$ cat config.mk
export PLATFORM = sky130hd
export DESIGN_NAME = led_pwm_fader
export DESIGN_NICKNAME = d
export VERILOG_FILES = /design/src/rtl/led_pwm_fader.sv
export SDC_FILE = /design/constraint.sdc
export NUM_CORES = 1
export LEC_CHECK = 0
export ABC_AREA = 1
export ABC_CLOCK_PERIOD_IN_PS = 1900
export CORE_UTILIZATION = 40
export DETAILED_ROUTE_END_ITERATION = 12
export PLACE_DENSITY = 0.67
export SLEW_MARGIN = 20
export SYNTH_ARGS = -nofsm -noshare
export SYNTH_HDL_FRONTEND = slang
export SYNTH_SLANG_ARGS = --single-unit
$ cat constraint.sdc
create_clock -name CLK -period 1.9 [get_ports CLK]
set_clock_uncertainty 0.1 [all_clocks]
set_input_delay 0.475 -clock CLK [delete_from_list [all_inputs] [get_ports CLK]]
set_output_delay 0.475 -clock CLK [all_outputs]
set_load 0.05 [all_outputs]
$ cat src/rtl/led_pwm_fader.sv
// Two-channel LED fader: ramps each channel's PWM brightness toward its on/off request.
// Latency: REQ registered 1 cycle, level moves one STEP per tick, LED/BUSY registered 1 cycle after level.
// Backpressure: none; REQ is sampled every cycle and there is no handshake.
//
// Ports:
//   CLK        system clock
//   nRST       synchronous reset, active-low
//   REQ[1:0]   per-channel on request, active-high (1 = ramp to full, 0 = ramp to dark)
//   LED[1:0]   LED pins, active-low (0 = lit)
//   BUSY[1:0]  per-channel ramp in progress
module led_pwm_fader #(
   parameter int PWM_BITS = 8,
   parameter int STEP_DIV = 46875,
   parameter int STEP     = 1
) (
   input  logic       CLK,
   input  logic       nRST,
   input  logic [1:0] REQ,
   output logic [1:0] LED,
   output logic [1:0] BUSY
);

   localparam int DIV_W = (STEP_DIV > 1) ? $clog2(STEP_DIV) : 1;

   localparam logic [PWM_BITS-1:0] MAX    = '1;
   localparam logic [PWM_BITS:0]   MAX_X  = {1'b0, MAX};
   localparam logic [PWM_BITS:0]   STEP_X = (PWM_BITS+1)'(STEP);
   localparam logic [PWM_BITS-1:0] STEP_L = PWM_BITS'(STEP);
   localparam logic [DIV_W-1:0]    DIV_LAST = DIV_W'(STEP_DIV - 1);

   localparam logic [1:0] S_OFF  = 2'd0;
   localparam logic [1:0] S_RISE = 2'd1;
   localparam logic [1:0] S_ON   = 2'd2;
   localparam logic [1:0] S_FALL = 2'd3;

   logic [1:0]          req_q;
   logic [DIV_W-1:0]    div_cnt;
   logic [PWM_BITS-1:0] pwm_cnt;
   logic [PWM_BITS-1:0] level [2];
   logic [1:0]          state [2];

   logic                tick;
   logic [PWM_BITS:0]   up    [2];
   logic [PWM_BITS-1:0] lvl_n [2];
   logic [1:0]          st_n  [2];
   logic [1:0]          lit;
   logic [1:0]          busy_c;

   // With STEP_DIV=1 the counter never leaves 0, so tick is permanently high.
   assign tick = (div_cnt == DIV_LAST);

   always_comb begin
      for (int i = 0; i < 2; i++) begin
         // One extra bit so level+STEP can be seen exceeding MAX before clamping.
         up[i]     = {1'b0, level[i]} + STEP_X;
         lvl_n[i]  = level[i];
         st_n[i]   = state[i];
         lit[i]    = (level[i] == MAX) | (pwm_cnt < level[i]);
         busy_c[i] = (state[i] == S_RISE) | (state[i] == S_FALL);
         if (tick) begin
            // Both directions start from the current level, so a reversal
            // mid-ramp never jumps to an end point.
            if (req_q[i]) begin
               lvl_n[i] = (up[i] > MAX_X) ? MAX : up[i][PWM_BITS-1:0];
               st_n[i]  = (lvl_n[i] == MAX) ? S_ON : S_RISE;
            end else begin
               lvl_n[i] = ({1'b0, level[i]} < STEP_X) ? '0 : level[i] - STEP_L;
               st_n[i]  = (lvl_n[i] == '0) ? S_OFF : S_FALL;
            end
         end
      end
   end

   always_ff @(posedge CLK) begin
      if (!nRST) begin
         req_q   <= 2'b00;
         div_cnt <= '0;
         pwm_cnt <= '0;
         LED     <= 2'b11;
         BUSY    <= 2'b00;
         for (int i = 0; i < 2; i++) begin
            level[i] <= '0;
            state[i] <= S_OFF;
         end
      end else begin
         req_q   <= REQ;
         div_cnt <= tick ? '0 : div_cnt + DIV_W'(1);
         pwm_cnt <= pwm_cnt + PWM_BITS'(1);
         LED     <= ~lit;
         BUSY    <= busy_c;
         for (int i = 0; i < 2; i++) begin
            level[i] <= lvl_n[i];
            state[i] <= st_n[i];
         end
      end
   end

endmodule

== Word-level counts from Yosys, hierarchy flattened ==
Memories as Yosys holds them, arrays and structs flattened.
Cells that the tools add are included.

* Bitwise operators: 10
* Order comparisons: 6
* Mux-type cells: 22
* Add/sub/neg operators: 6
* Eq/ne operators: 9
* Reduce and logical (&&, ||, !) cells: 3

{| class="wikitable"
|+ Operator list
! cell !! count
|-
| two-way mux 8 bit || 10
|-
| == test 8 bit, second input constant || 4
|-
| two-way mux 2 bit || 10
|-
| adder 8 x 1 -> 9 bit, second input constant || 2
|-
| > comparator 9 x 8 -> 1 bit, second input constant || 2
|-
| adder 16 x 1 -> 16 bit, second input constant || 1
|-
| == test 16 bit, second input constant || 1
|-
| zero test 8 bit || 2
|-
| < comparator 8 x 1 -> 1 bit, second input constant || 2
|-
| < comparator 8 bit || 2
|-
| subtractor 8 x 1 -> 8 bit, second input constant || 2
|-
| adder 8 x 1 -> 8 bit, second input constant || 1
|-
| OR 1 bit || 8
|-
| == test 2 x 1 -> 1 bit, second input constant || 2
|-
| == test 2 bit, second input constant || 2
|-
| two-way mux 1 bit || 2
|-
| NOT 2 bit || 1
|-
| OR reduction 2 bit || 1
|-
| NOT 1 bit || 1
|}

* RAM bits: 20
* Output and inout port bits: 4
* Register bits after elaboration: 30
* Word-level logic and storage cells: 63
* Input bits: 4
* Memories kept: 2

{| class="wikitable"
|+ Memory list
! memory !! words !! bits a word !! rd ports !! clocked after memory_dff !! write ports !! line !! RTL
|-
| level || 2 || 8 || 2 || 0 || 2 || 39 || <nowiki>logic [PWM_BITS-1:0] level [2];</nowiki>
|-
| state || 2 || 2 || 2 || 0 || 2 || 40 || <nowiki>logic [1:0] state [2];</nowiki>
|}

== Longest topological paths before layout ==
* Word-level depth: 8
* Mapped depth: 15
* Depth with buffers taken out: 14

== Worst setup path before layout ==
No wires, ideal clock.

* Path kind: register to register
* Start: memory level[1][0], in the netlist level[0][8]
* End: memory state[1][0], in the netlist state[0][2]
* Slack: 0.191 ns
* Path buffers: 1
* Required time: 1.688 ns
* Library setup time: 0.112 ns
* Data arrival time: 1.497 ns
* Cell stages (with the launch flop): 15
* Clock period less this slack: 1.709 ns
* Cells stage by stage: dfxtp_1 inv_1 buf_6 ha_1 inv_1 nor3_2 nand2_4 nand3_1 nand2_1 nor2_1 nand2_1 nand2_1 nand2_2 nand2_1 nand2_1

{| class="wikitable"
|+ RTL lines
! item !! line
|-
| start, declared || 39
|-
| end, declared || 40
|}

==> impl_results.md <==
- Status: complete, no violations
- Via density: 5.15
- 1st-pass router iterations: 5
- Initial antenna violation count: 0
- Grt ovf: 0
- Total power: 1.94 mW
- Cell count after placement: 620
- Pin count of the biggest net entering global routing: 17
- Number of synthesis warnings: 0
- Unrepaired setup endpoints after global routing: false
- Root Driver: clkbuf_8
- Hold WS: 0.337 ns
- Detailed-route DRC error count: 0
- # diodes: 0
- CTS Buffer Depth: 2
- Aggregate routed wire length: 7790 µm
- Setup tns final: 0 ns
- Final Util: 47.1%
- Starting density of the core: 42.1%
- Yosys reg bits: 48
- Vias: around 3.2k
- CTS Sinks: 48
- Critical path arrival: around 1.9 ns
- Post-synth EDFFs: 0
- First-pass GRT wire length: approximately 13000 µm
- Die Span Y: 93.1 µm
- Maximum vdd drop: slightly below 400 µV
- Seq/Total Area, Yosys: roughly 29%
- Clock Pin Slew Worst Setup and Hold Paths: roughly 0.10 ns
- Slew Limit Fails: 0
- CP max stage delay: about 0.38 ns
- # rows: 32
- Hpwl dp: 6020 µm
- CP max-delay cell: dfxtp_2
- Share of cells above drive strength 1: 17.1%
- Async S/R FF share, synth: 0%
- Peak Freq: 0.572 GHz
- Mapped Avg Cell Area: around 6.5 µm²
- Hold Crit Class: register to register
- Crit-path most repeated cell: nand2_1
- TritonCTS clock tree: done
- Die ar.: 8660 µm²
- Nets: 552
- CP required: 2.01 ns
- Area occupied by multi-input gates: 2060 µm²
- Startpoint class of the critical path: register
- Placed inst area: between 3000 and 4000 µm²
- Ys flop type: dfxtp_1
- Most common cell after layout, fill and taps aside: nand2_1
- Commonest cells after routing, fill and taps aside: nand2_1, inv_1, nor2_1
- CP Class: register to register
- Dpl ws: roughly 0.04 ns
- Final Cell Area: 3720 µm²
- Syn nets: 535
- Core area: 7890 µm²
- Non-Filler Instances: 628
- Worst setup EP type: register
- Crit path cell chain: ha_1, nand2_1, inv_2, nand3_1, nand2_1, nand2_1, nor2_4, nand3_2, nand2_1, nand2_1, nand3_1, nand2_1
- Maxcap violations: 0
- Final Hold Viols: 0
- PnR worst setup slack: about 0.15 ns
- I/O pin cnt: 8
- Htree depth: 2
- Fin crit share: between 90% and 100%
- Vias in the first global route: 2991
- Initial DRC count: about 220
- Width of the chip: between 90 and 100 µm
- Slew headroom: 75.9%
- Syn Inst Count: 508
- Sequential Area: just under 1000 µm²
- Total power per unit cell area: about 520 nW/µm²
- Worst-Skew Late Latency: around 0.32 ns
- Post-synth cell types: 41
- Final number of setup-violating endpoints: 0
- Routed len/inst: 12.4 µm
- Tmin final: 1.75 ns
- Final ANT Viol Nets: 0
- Gr usage total: a little under a fifth
- IO buf count: 7
- CP Max Fanout: 5
- Leak Pwr: 1.64 nW
- Layout area overhead: 12.0%
- RD Place Congestion: 0.967
- Post-Syn Area: 3320 µm²
- Worst-margin pin slew: 0.361 ns
- FILL cells: approximately 780
- Num CTS Buffers: 5
[cell type report]
type / count / area share, %
well taps: 102 / 3.43
flip-flops and latches: 48 / 26.2
multi-input cells: 378 / 55.4
inverters: 71 / 7.41
clock inverters: 3 / 1.28
repair buffers: 21 / 4.44
clock buffers: 5 / 1.85
[sequential cells by signal (all words and copies together) (netlist names)]
signal   cells
div_cnt     16
level       16
pwm_cnt      8
BUSY         2
LED          2
req_q        2
state        2
[synthesized netlist by cell type, types with 2 or more instances]
cell	instances	area share [%]
clkbuf_1	2	0.23
nand3_1	46	6.9
nor2_4	3	1.0
nor2_2	7	1.3
inv_2	15	1.7
nand2_4	2	0.68
o31ai_1	3	0.68
nand2_2	7	1.3
a21oi_1	34	5.1
nand3_2	7	2.1
buf_2	4	0.60
nor2_1	47	5.3
dfxtp_1	48	29
xor2_1	3	0.79
nor3_1	7	1.1
or2_2	2	0.38
inv_1	53	6.0
ha_1	23	8.7
o21a_1	2	0.45
o21ai_0	15	2.3
buf_4	4	0.91
nand4_1	11	2.1
o21ai_1	15	2.3
nand2_1	131	15
[path summary, 6_finish.rpt]
path	endpoint	start	slack (ns)	cells past startpoint
worst min-delay path	div_cnt[0]	div_cnt[0]	0.34	1
worst min register to register	div_cnt[0]	div_cnt[0]	0.34	1
worst max-delay path	state[0][0]	level[0][0]	0.15	12
worst max register to register	state[0][0]	level[0][0]	0.15	12
[cell families (layout without fill, tap and decap cells)]
group | count (synthesis) | in the layout | synth area share, %
adder cells (fa/ha/maj) | 23 | 23 | 8.68
AND/OR/NAND/NOR | 277 | 277 | 39.0
XOR/XNOR | 4 | 4 | 1.06
flip-flops | 48 | 48 | 29.0
AO/OA/AOI/OAI | 74 | 74 | 11.9
buffers and inverters | 82 | 100 | 10.4
[worst max-delay path: cells and delay by family, from the launching register on]
family / cells / cell delay (ns)
flops: 1 / 0.38
simple gates: 10 / 0.86
buf+inv: 1 / 0.12
fa+ha+maj: 1 / 0.18
[layer usage]
| metal | global-route usage (%) | vias up | wire [µm] |
|---|---|---|---|
| met5 | 0 | - | 0 |
| met4 | 6.92 | 0 | 172 |
| met3 | 2.76 | 15 | 370 |
| met2 | 32.2 | 93 | 3670 |
| met1 | 24.3 | 1448 | 3580 |
| li1 | - | 1678 | - |
[report_power, final]
part | total, mW | switching, mW | leakage [nW] | internal, mW
Combinational | 0.120 | 0.0739 | 1.19 | 0.0464
Sequential | 1.04 | 0.0173 | 0.393 | 1.02
Clock | 0.783 | 0.386 | 0.0583 | 0.397
[what timing repair did]
| item | in CTS | in global routing |
|---|---|---|
| setup endpoints to repair | 0 | 7 |
| setup buffers | 0 | 0 |
| gates resized for setup | 0 | 21 |
| hold buffers | 0 | 0 |
(Power assumes the default switching activity.)
